[config.mk]
export PLATFORM = sky130hd
export DESIGN_NAME = phrase_player_flat
export DESIGN_NICKNAME = d
export VERILOG_FILES = /design/src/rtl/phrase_player_if.sv /design/src/rtl/phrase_player.sv /design/src/flat_wrapper.sv
export SDC_FILE = /design/constraint.sdc
export NUM_CORES = 1
export LEC_CHECK = 0
export CORE_MARGIN = 10
export CORE_UTILIZATION = 46
export DETAILED_ROUTE_END_ITERATION = 10
export GPL_TIMING_DRIVEN = 0
export PLACE_DENSITY = 0.76
export RECOVER_POWER = 100
export SLEW_MARGIN = 10
export SYNTH_ARGS = -nofsm -noshare
export SYNTH_HDL_FRONTEND = slang
export SYNTH_SLANG_ARGS = --single-unit
[constraint.sdc]
create_clock -name clk -period 2.2 [get_ports clk]
set_input_delay 0.44 -clock clk [delete_from_list [all_inputs] [get_ports clk]]
set_output_delay 0.44 -clock clk [all_outputs]
set_load 0.02 [all_outputs]
[src/rtl/phrase_player_if.sv]
// Bus bundle for phrase_player: control strobes, phrase ROM lookup and note outputs.
// The master side drives the controls and serves the ROM; phrase_player is the slave.
interface phrase_player_if;
    logic        tick_en;
    logic        start;
    logic        stop;
    logic [3:0]  phrase_sel;
    logic        triplet;
    logic [3:0]  db_addr;
    logic [31:0] db_entry;
    logic [7:0]  length_entry;
    logic [2:0]  n_note;
    logic [3:0]  note_code;
    logic        note_valid;
    logic        note_start;
    logic        busy;
    logic        done;

    modport master (
        output tick_en, start, stop, phrase_sel, triplet,
        output db_entry, length_entry, n_note,
        input  db_addr, note_code, note_valid, note_start, busy, done
    );

    modport slave (
        input  tick_en, start, stop, phrase_sel, triplet,
        input  db_entry, length_entry, n_note,
        output db_addr, note_code, note_valid, note_start, busy, done
    );
endinterface

[src/rtl/phrase_player.sv]
// phrase_player: fetches one phrase entry from the phrase ROM and plays its notes
// MSB nibble first, each note lasting a number of tick_en strobes chosen by its length bit.
// Optional feature macro: PHRASE_TRIPLET_EN (triplet timing, every note TRIPLET_TICKS long).
//
// state  | meaning
// IDLE   | waiting for start
// LOAD   | ROM addressed, capture entry and first note duration
// PLAY   | a note is sounding, counting tick_en down
// DONE   | one-cycle done pulse after the last note
module phrase_player #(
    parameter int SHORT_TICKS   = 3,
    parameter int LONG_TICKS    = 6,
    parameter int TRIPLET_TICKS = 2,
    parameter int CNT_W         = 4
) (
    input  logic            clk,
    input  logic            rst,
    phrase_player_if.slave  bus
);
    localparam logic [CNT_W-1:0] C_SHORT = CNT_W'(SHORT_TICKS);
    localparam logic [CNT_W-1:0] C_LONG  = CNT_W'(LONG_TICKS);
    localparam logic [CNT_W-1:0] C_ONE   = CNT_W'(1);
    localparam logic [3:0]       C_REST  = 4'h7;

    typedef enum logic [1:0] {S_IDLE, S_LOAD, S_PLAY, S_DONE} state_t;

    state_t           r_state;
    logic [3:0]       r_db_addr;
    logic [31:0]      r_entry;
    logic [7:0]       r_len;
    logic [2:0]       r_n_note;
    logic [2:0]       r_ptr;
    logic [CNT_W-1:0] r_cnt;
    logic [3:0]       r_note_code;
    logic             r_note_valid;
    logic             r_note_start;
    logic             r_busy;
    logic             r_done;

    logic [2:0]       w_next_ptr;
    logic [3:0]       w_next_code;
    logic             w_next_len_bit;
    logic [CNT_W-1:0] w_dur0;
    logic [CNT_W-1:0] w_next_dur;

`ifdef PHRASE_TRIPLET_EN
    localparam logic [CNT_W-1:0] C_TRIP = CNT_W'(TRIPLET_TICKS);
    logic r_triplet;

    // Triplet request is latched with the entry and holds for the whole phrase.
    always_ff @(posedge clk or posedge rst) begin
        if (rst)
            r_triplet <= 1'b0;
        else if (r_state == S_LOAD && !bus.stop)
            r_triplet <= bus.triplet;
    end

    // Note durations, triplet mode overriding the length mask.
    always_comb begin
        w_dur0     = bus.triplet ? C_TRIP : (bus.length_entry[7] ? C_LONG : C_SHORT);
        w_next_dur = r_triplet   ? C_TRIP : (w_next_len_bit     ? C_LONG : C_SHORT);
    end
`else
    logic w_unused_triplet;
    assign w_unused_triplet = bus.triplet;

    // Note durations straight from the length mask.
    always_comb begin
        w_dur0     = bus.length_entry[7] ? C_LONG : C_SHORT;
        w_next_dur = w_next_len_bit      ? C_LONG : C_SHORT;
    end
`endif

    // Lookup of the note that follows the current one.
    always_comb begin
        w_next_ptr     = r_ptr + 3'd1;
        w_next_code    = r_entry[(5'd28 - {w_next_ptr, 2'b00}) +: 4];
        w_next_len_bit = r_len[3'd7 - w_next_ptr];
    end

    // Sequencer FSM with all outputs registered.
    always_ff @(posedge clk or posedge rst) begin
        if (rst) begin
            r_state      <= S_IDLE;
            r_db_addr    <= 4'd0;
            r_entry      <= 32'd0;
            r_len        <= 8'd0;
            r_n_note     <= 3'd0;
            r_ptr        <= 3'd0;
            r_cnt        <= '0;
            r_note_code  <= C_REST;
            r_note_valid <= 1'b0;
            r_note_start <= 1'b0;
            r_busy       <= 1'b0;
            r_done       <= 1'b0;
        end else if (bus.stop) begin
            r_state      <= S_IDLE;
            r_note_code  <= C_REST;
            r_note_valid <= 1'b0;
            r_note_start <= 1'b0;
            r_busy       <= 1'b0;
            r_done       <= 1'b0;
        end else begin
            case (r_state)
                S_IDLE: begin
                    r_note_start <= 1'b0;
                    r_done       <= 1'b0;
                    if (bus.start) begin
                        r_db_addr <= bus.phrase_sel;
                        r_busy    <= 1'b1;
                        r_state   <= S_LOAD;
                    end
                end
                S_LOAD: begin
                    r_entry      <= bus.db_entry;
                    r_len        <= bus.length_entry;
                    r_n_note     <= bus.n_note;
                    r_ptr        <= 3'd0;
                    r_cnt        <= w_dur0;
                    r_note_code  <= bus.db_entry[31:28];
                    r_note_valid <= 1'b1;
                    r_note_start <= 1'b1;
                    r_state      <= S_PLAY;
                end
                S_PLAY: begin
                    r_note_start <= 1'b0;
                    if (bus.tick_en) begin
                        if (r_cnt > C_ONE) begin
                            r_cnt <= r_cnt - C_ONE;
                        end else if (r_ptr != r_n_note) begin
                            r_ptr        <= w_next_ptr;
                            r_cnt        <= w_next_dur;
                            r_note_code  <= w_next_code;
                            r_note_start <= 1'b1;
                        end else begin
                            r_note_code  <= C_REST;
                            r_note_valid <= 1'b0;
                            r_done       <= 1'b1;
                            r_state      <= S_DONE;
                        end
                    end
                end
                S_DONE: begin
                    r_done  <= 1'b0;
                    r_busy  <= 1'b0;
                    r_state <= S_IDLE;
                end
                default: r_state <= S_IDLE;
            endcase
        end
    end

    assign bus.db_addr    = r_db_addr;
    assign bus.note_code  = r_note_code;
    assign bus.note_valid = r_note_valid;
    assign bus.note_start = r_note_start;
    assign bus.busy       = r_busy;
    assign bus.done       = r_done;
endmodule

[src/flat_wrapper.sv]
// flat-port wrapper written by rule: the top's interface ports become plain ports
module phrase_player_flat 
#(
    parameter int SHORT_TICKS   = 3,
    parameter int LONG_TICKS    = 6,
    parameter int TRIPLET_TICKS = 2,
    parameter int CNT_W         = 4
)
  (clk, rst, bus_tick_en, bus_start, bus_stop, bus_phrase_sel, bus_triplet, bus_db_entry, bus_length_entry, bus_n_note, bus_db_addr, bus_note_code, bus_note_valid, bus_note_start, bus_busy, bus_done);
  phrase_player_if bus_i ();
  input  logic clk;
  input  logic rst;
  input wire logic [$bits(bus_i.tick_en)-1:0] bus_tick_en;
  input wire logic [$bits(bus_i.start)-1:0] bus_start;
  input wire logic [$bits(bus_i.stop)-1:0] bus_stop;
  input wire logic [$bits(bus_i.phrase_sel)-1:0] bus_phrase_sel;
  input wire logic [$bits(bus_i.triplet)-1:0] bus_triplet;
  input wire logic [$bits(bus_i.db_entry)-1:0] bus_db_entry;
  input wire logic [$bits(bus_i.length_entry)-1:0] bus_length_entry;
  input wire logic [$bits(bus_i.n_note)-1:0] bus_n_note;
  output wire logic [$bits(bus_i.db_addr)-1:0] bus_db_addr;
  output wire logic [$bits(bus_i.note_code)-1:0] bus_note_code;
  output wire logic [$bits(bus_i.note_valid)-1:0] bus_note_valid;
  output wire logic [$bits(bus_i.note_start)-1:0] bus_note_start;
  output wire logic [$bits(bus_i.busy)-1:0] bus_busy;
  output wire logic [$bits(bus_i.done)-1:0] bus_done;
  assign bus_i.tick_en = bus_tick_en;
  assign bus_i.start = bus_start;
  assign bus_i.stop = bus_stop;
  assign bus_i.phrase_sel = bus_phrase_sel;
  assign bus_i.triplet = bus_triplet;
  assign bus_i.db_entry = bus_db_entry;
  assign bus_i.length_entry = bus_length_entry;
  assign bus_i.n_note = bus_n_note;
  assign bus_db_addr = bus_i.db_addr;
  assign bus_note_code = bus_i.note_code;
  assign bus_note_valid = bus_i.note_valid;
  assign bus_note_start = bus_i.note_start;
  assign bus_busy = bus_i.busy;
  assign bus_done = bus_i.done;
  phrase_player #(.SHORT_TICKS(SHORT_TICKS), .LONG_TICKS(LONG_TICKS), .TRIPLET_TICKS(TRIPLET_TICKS), .CNT_W(CNT_W)) u_core (.clk(clk), .rst(rst), .bus(bus_i));
endmodule
== After elaboration in Yosys (flattened, before gate mapping) ==
Cells that the tools add are included.

* Bits in registers: 64
* Output and inout bits: 12
* Word-level logic and storage cells: 89
* Input port bits: 53

* Add/subtract/negate cells: 4
* Multiplexer cells: 41
* Order comparisons: 2
* Shift operators: 1
* Equal/unequal tests: 12
* Bitwise operators: 1
* Reductions and logical operators: 16

{| class="wikitable"
|+ Operators by type and width
! operator !! number
|-
| $shiftx 32x6->4 || 1
|-
| $mux 4 || 7
|-
| $pmux 4 s2 || 2
|-
| $reduce_and 4->1 || 4
|-
| $mux 1 || 15
|-
| $mux 3 || 5
|-
| $ne 3x3->1 const B || 4
|-
| $mux 2 || 5
|-
| $reduce_bool 3->1 || 3
|-
| $pmux 2 s4 || 1
|-
| $pmux 1 s2 || 3
|-
| $pmux 3 s2 || 1
|-
| $reduce_and 3->1 || 2
|-
| $reduce_and 5->1 || 1
|-
| $sub 5x5->5 const A || 1
|-
| $eq 2x2->1 const B || 2
|-
| $gt 4x1->1 const B || 1
|-
| $lt 3x4->1 const B || 1
|-
| $ne 2x2->1 const B || 2
|-
| $reduce_and 2->1 || 2
|-
| $reduce_bool 4->1 || 1
|-
| $sub 4x1->4 const B || 1
|-
| $add 3x1->3 const B || 1
|-
| $bmux 1 s3 || 1
|-
| 10 further kinds || 10
|}

== Depth between registers and ports, before layout ==
* Depth after elaboration: 9
* Gate-level depth with buffers: 7
* Mapped depth without buffers: 7

== Worst setup path before layout ==
No wires, ideal clock.

* Path type: reg2reg
* Start: register u_core.r_ptr[0]
* End: register u_core.r_note_code[3] (netlist: u_core.bus.note_code[3])
* Setup time: 0.126 ns
* Clock period less this slack: 2.053 ns
* Buffers on the path: 1
* Slack: 0.147 ns
* Data arrival time: 1.927 ns
* Cell stages (with the launch flop): 6
* Required time: 2.074 ns
* Cell sequence: dfrtp_1 -> ha_1 -> clkbuf_1 -> mux4_2 -> mux2_4 -> a221o_1

* Longest elaborated chain between the ends: 8
* Elaborated cells between the ends (all ways): 9
* Those cells by class: add/sub: 2; eq/ne: 1; shift: 1; mux: 5

{| class="wikitable"
|+ RTL lines
! element !! RTL line !! text
|-
| from (decl) || phrase_player.sv:32 || <nowiki>logic [2:0] r_ptr;</nowiki>
|-
| from (signal assigned) || phrase_player.sv:131 || <nowiki>r_ptr <= w_next_ptr;</nowiki>
|-
| $add 3x1->3 || phrase_player.sv:76 || <nowiki>w_next_ptr = r_ptr + 3'd1;</nowiki>
|-
| $sub 5x5->5 || phrase_player.sv:77 || <nowiki>w_next_code = r_entry[(5'd28 - {w_next_ptr, 2'b00}) +: 4];</nowiki>
|-
| $shiftx 32x6->4 || phrase_player.sv:77 ||
|-
| $mux 4 (*) || phrase_player.sv:130 || <nowiki>end else if (r_ptr != r_n_note) begin</nowiki>
|-
| $mux 4 (*) || phrase_player.sv:128 || <nowiki>if (r_cnt > C_ONE) begin</nowiki>
|-
| $mux 4 (*) || phrase_player.sv:127 || <nowiki>if (bus.tick_en) begin</nowiki>
|-
| $pmux 4 s2 (*) || phrase_player.sv:104 || <nowiki>case (r_state)</nowiki>
|-
| $mux 4 (*) || phrase_player.sv:96 || <nowiki>end else if (bus.stop) begin</nowiki>
|-
| to (signal assigned) || phrase_player.sv:120 || <nowiki>r_note_code <= bus.db_entry[31:28];</nowiki>
|-
| to (signal assigned) || phrase_player.sv:133 || <nowiki>r_note_code <= w_next_code;</nowiki>
|-
| to (decl) || phrase_player.sv:34 || <nowiki>logic [3:0] r_note_code;</nowiki>
|}

Mark *: on every way between the ends. The rest lies on a longest branch, timed or not. The select of a mux whose other input is x is not followed.
A chain may end at the register's enable or synchronous reset.

== Worst setup path after layout ==
Ends and elaborated chain as after synthesis.

==> summary.txt <==
Placement
  • Port bufs: 62
  • GPL Wtd Cong: slightly below 0.8
  • DP Worst Slack: -0.290 ns
  • Post-DP Area: 0.00388 sq mm
  • Post-DP HPWL: 5320 microns

Route
  • DR DRC count: 0
  • Initial drt markers: 111
  • Via/cell ratio: 5.53
  • Vias: 2188
  • Wirelength per Cell: 17.7 microns
  • Detailed Routing Iterations Pass 1: 4
  • Final wirelength: 7030 microns
  • Final ANT Viol Nets: 0

Power
  • Leak pwr: 0.00171 uW
  • Tot Pwr: 4640 uW
  • P_int: ~3200 uW
  • Max VDD drop: 0.644 mV
  • NetSw: around 1500 uW
  • Seq pwr share: 43.2%
  • Clock power share: 20.8%
  • Comb pwr share: 36.1%
  • Pwr Density: 1140 mW/mm^2
  • Sw frac: a little under a third

Die
  • Core Rows: 30
  • Chip height: 103 microns
  • Die area: 0.0106 sq mm
  • Chip width: 103 microns
  • Core Area: 0.00672 sq mm
  • I/O Pins: 65
  • Initial core utilization: 46.9%

Layout
  • Fin util: about 61%
  • FF/Latch Area: 0.00161 sq mm
  • Layout fillers: around 540
  • Ratio of cells with drive above 1 in the final layout: 24.7%
  • Design Area, Final: ~0.0041 sq mm
  • Multi-input gate area: 0.00147 sq mm
  • Layout net count: 372
  • Antenna Cells: 0
  • Layout area overhead: 29.5%

STA
  • Final Hold Viols: 0
  • Slew Limit Fails: 0
  • Final Skew: 0.00761 ns
  • Fmax: 476 MHz
  • Period minus WS final: 2.10 ns
  • Post-route setup TNS: 0 ns
  • Unrepaired setup endpoints after global routing: false
  • Tcrit/Tclk final: 95.4%
  • Final worst slack: 0.100 ns
  • Worst Tran Pin Value: 1.30 ns
  • Worst rel slew slack: 13.1%
  • Final setup vio count: 0

Synth
  • Synth Register Bits: 64
  • Post-Syn Area per Cell: 13.3 sq um
  • Synth area leaders: dfrtp_1, mux2_2, mux4_1, ha_1, dfstp_2
  • Most frequent cells after synthesis: dfrtp_1, mux2_2, nand2_1
  • Share of the synthesized area in the top cell type: 48.4%
  • Sequential share of the synthesized area: 50.9%
  • Yosys cell types: 44
  • Post-synth EDFFs: 0
  • Top-count cell post-synth: dfrtp_1
  • Yosys top cell by area: dfrtp_1
  • Ys Warns: 0
  • Async SR Flop Fraction: 100%
  • Cells after Synth: 237
  • Syn nets: 298
  • Most used flip-flop cell after synthesis: dfrtp_1
  • Mapped Area: 0.00315 sq mm

Outcome
  • Outcome: complete, no violations

CTS
  • H-Tree Depth: 3
  • CTS sink count: 64
  • Hold Buf Count CTS: 0
  • Clock tree buffer depth: 2
  • Clk pin slew, worst setup/hold paths: approximately 0.07 ns
  • TritonCTS clock tree: yes
  • CTS Buf Count: 9
  • Clock Root Buffer: clkbuf_8
  • Clk_lat worst skew: 0.34 ns

Setup path
  • Crit Path Category: reg2reg
  • Worst Path Arrival: 2.32 ns
  • CP Max Fanout: 5
  • Startpoint types: flop
  • Worst EP required: 2.42 ns
  • Setup crit end kind: flop

Hold path
  • Min-Delay Path Class: reg2reg

Global routing
  • GRT Resource Usage Total: around 14%
  • Vias in the first global route: between 2000 and 2500
  • Global-route wire length before repair: 11700 microns
  • Largest net degree at the start of global routing: between 60 and 70
  • Initial antenna violation count: 0
  • GR Overflow Total: 0

Run
  • Max cap viols: 0
==> cells in the final DEF, fill, tap and decap left out, types with 4 or more instances in the layout <==
cell and instances:
inv_1 8, clkinv_2 5, clkbuf_8 9, nand2_1 11
nand2b_1 4, nor2_1 10, mux2_2 43, clkbuf_1 4
mux2_1 4, a21oi_1 6, ha_1 8, mux4_1 9
dfrtp_1 60, o21ai_0 7, mux2i_1 5, a221oi_1 4
dlygate4sd3_1 13, clkbuf_2 5, clkdlybuf4s50_1 49, nor4_1 5
==> cell type report <==
type,count,area share (%)
sequential,64,39.3
multi-input combinational,153,35.9
timing repair buffer,63,15.4
clock buffer,9,3.03
tap,80,2.45
clock inverter,7,1.53
buffer,11,1.53
inverter,9,0.827
==> power by group through the flow <==
stage               combinational (uW)  clock (uW)  sequential, uW
detailed placement                1710           0            2040
CTS                               1710         993            2010
global placement                  1640           0            2010
floorplan                         1140           0            2030
finish                            1670         965            2000
global route                      1840        1040            2080
==> registers in the layout (all words and copies together), names as in the netlist <==
register	cells
u_core.r_n_note	3
u_core.bus.done	1
u_core.bus.note_code	4
u_core.bus.note_valid	1
u_core.r_ptr	3
u_core.bus.note_start	1
u_core.bus.db_addr	4
u_core.r_cnt	4
u_core.r_state	2
u_core.bus.busy	1
u_core.r_len	8
u_core.r_entry	32
==> critical path: stages (launching register included) <==
cell and delay (ns):
dfrtp_2 0.47, ha_1 0.36, mux4_1 0.56, mux2_4 0.28, a221o_1 0.31
==> through the flow <==
step / cells / hold slack (ns)
after floorplan: 237 / 0.472
after global placement: 379 / 0.473
after detailed placement: 379 / 0.473
after CTS: 395 / 0.485
after global routing: 396 / 0.499
final: 396 / 0.479
==> kinds of logic after synthesis <==
family	count (synthesis)	synth area share [%]
flip-flops	64	50.9
multiplexers	63	27.1
AND/OR/NAND/NOR	47	8.25
AO/OA/AOI/OAI	31	6.51
buffers and inverters	20	2.78
adder cells (fa/ha/maj)	8	3.17
XOR/XNOR	4	1.35
==> path summary, 6_finish.rpt <==
check / startpoint / to / slack [ns] / cells after the start
max: u_core.r_ptr[0] / u_core.bus.note_code[3] / 0.10 / 4
min: u_core.bus.note_code[2] / u_core.bus.note_code[2] / 0.48 / 2
max reg2reg: u_core.r_ptr[0] / u_core.bus.note_code[3] / 0.10 / 4
min reg2reg: u_core.bus.note_code[2] / u_core.bus.note_code[2] / 0.48 / 2
max in group asynchronous: rst / u_core.r_ptr[0] / 0.41 / 2
min in group asynchronous: rst / u_core.r_entry[22] / 0.91 / 2
==> layer usage <==
| layer | wire, microns | track usage [%] |
|---|---|---|
| met3 | 397 | 4.76 |
| met2 | 3570 | 24.0 |
| met4 | 104 | 5.67 |
| met5 | 0 | 0 |
| met1 | 2950 | 16.4 |
==> timing repair <==
item / in CTS / in global routing
gates resized for setup: 2 / 6
setup buffers: 0 / 1
setup endpoints to repair: 4 / 43
pin swaps: 0 / 2
Power figures use the tool's default switching activity.
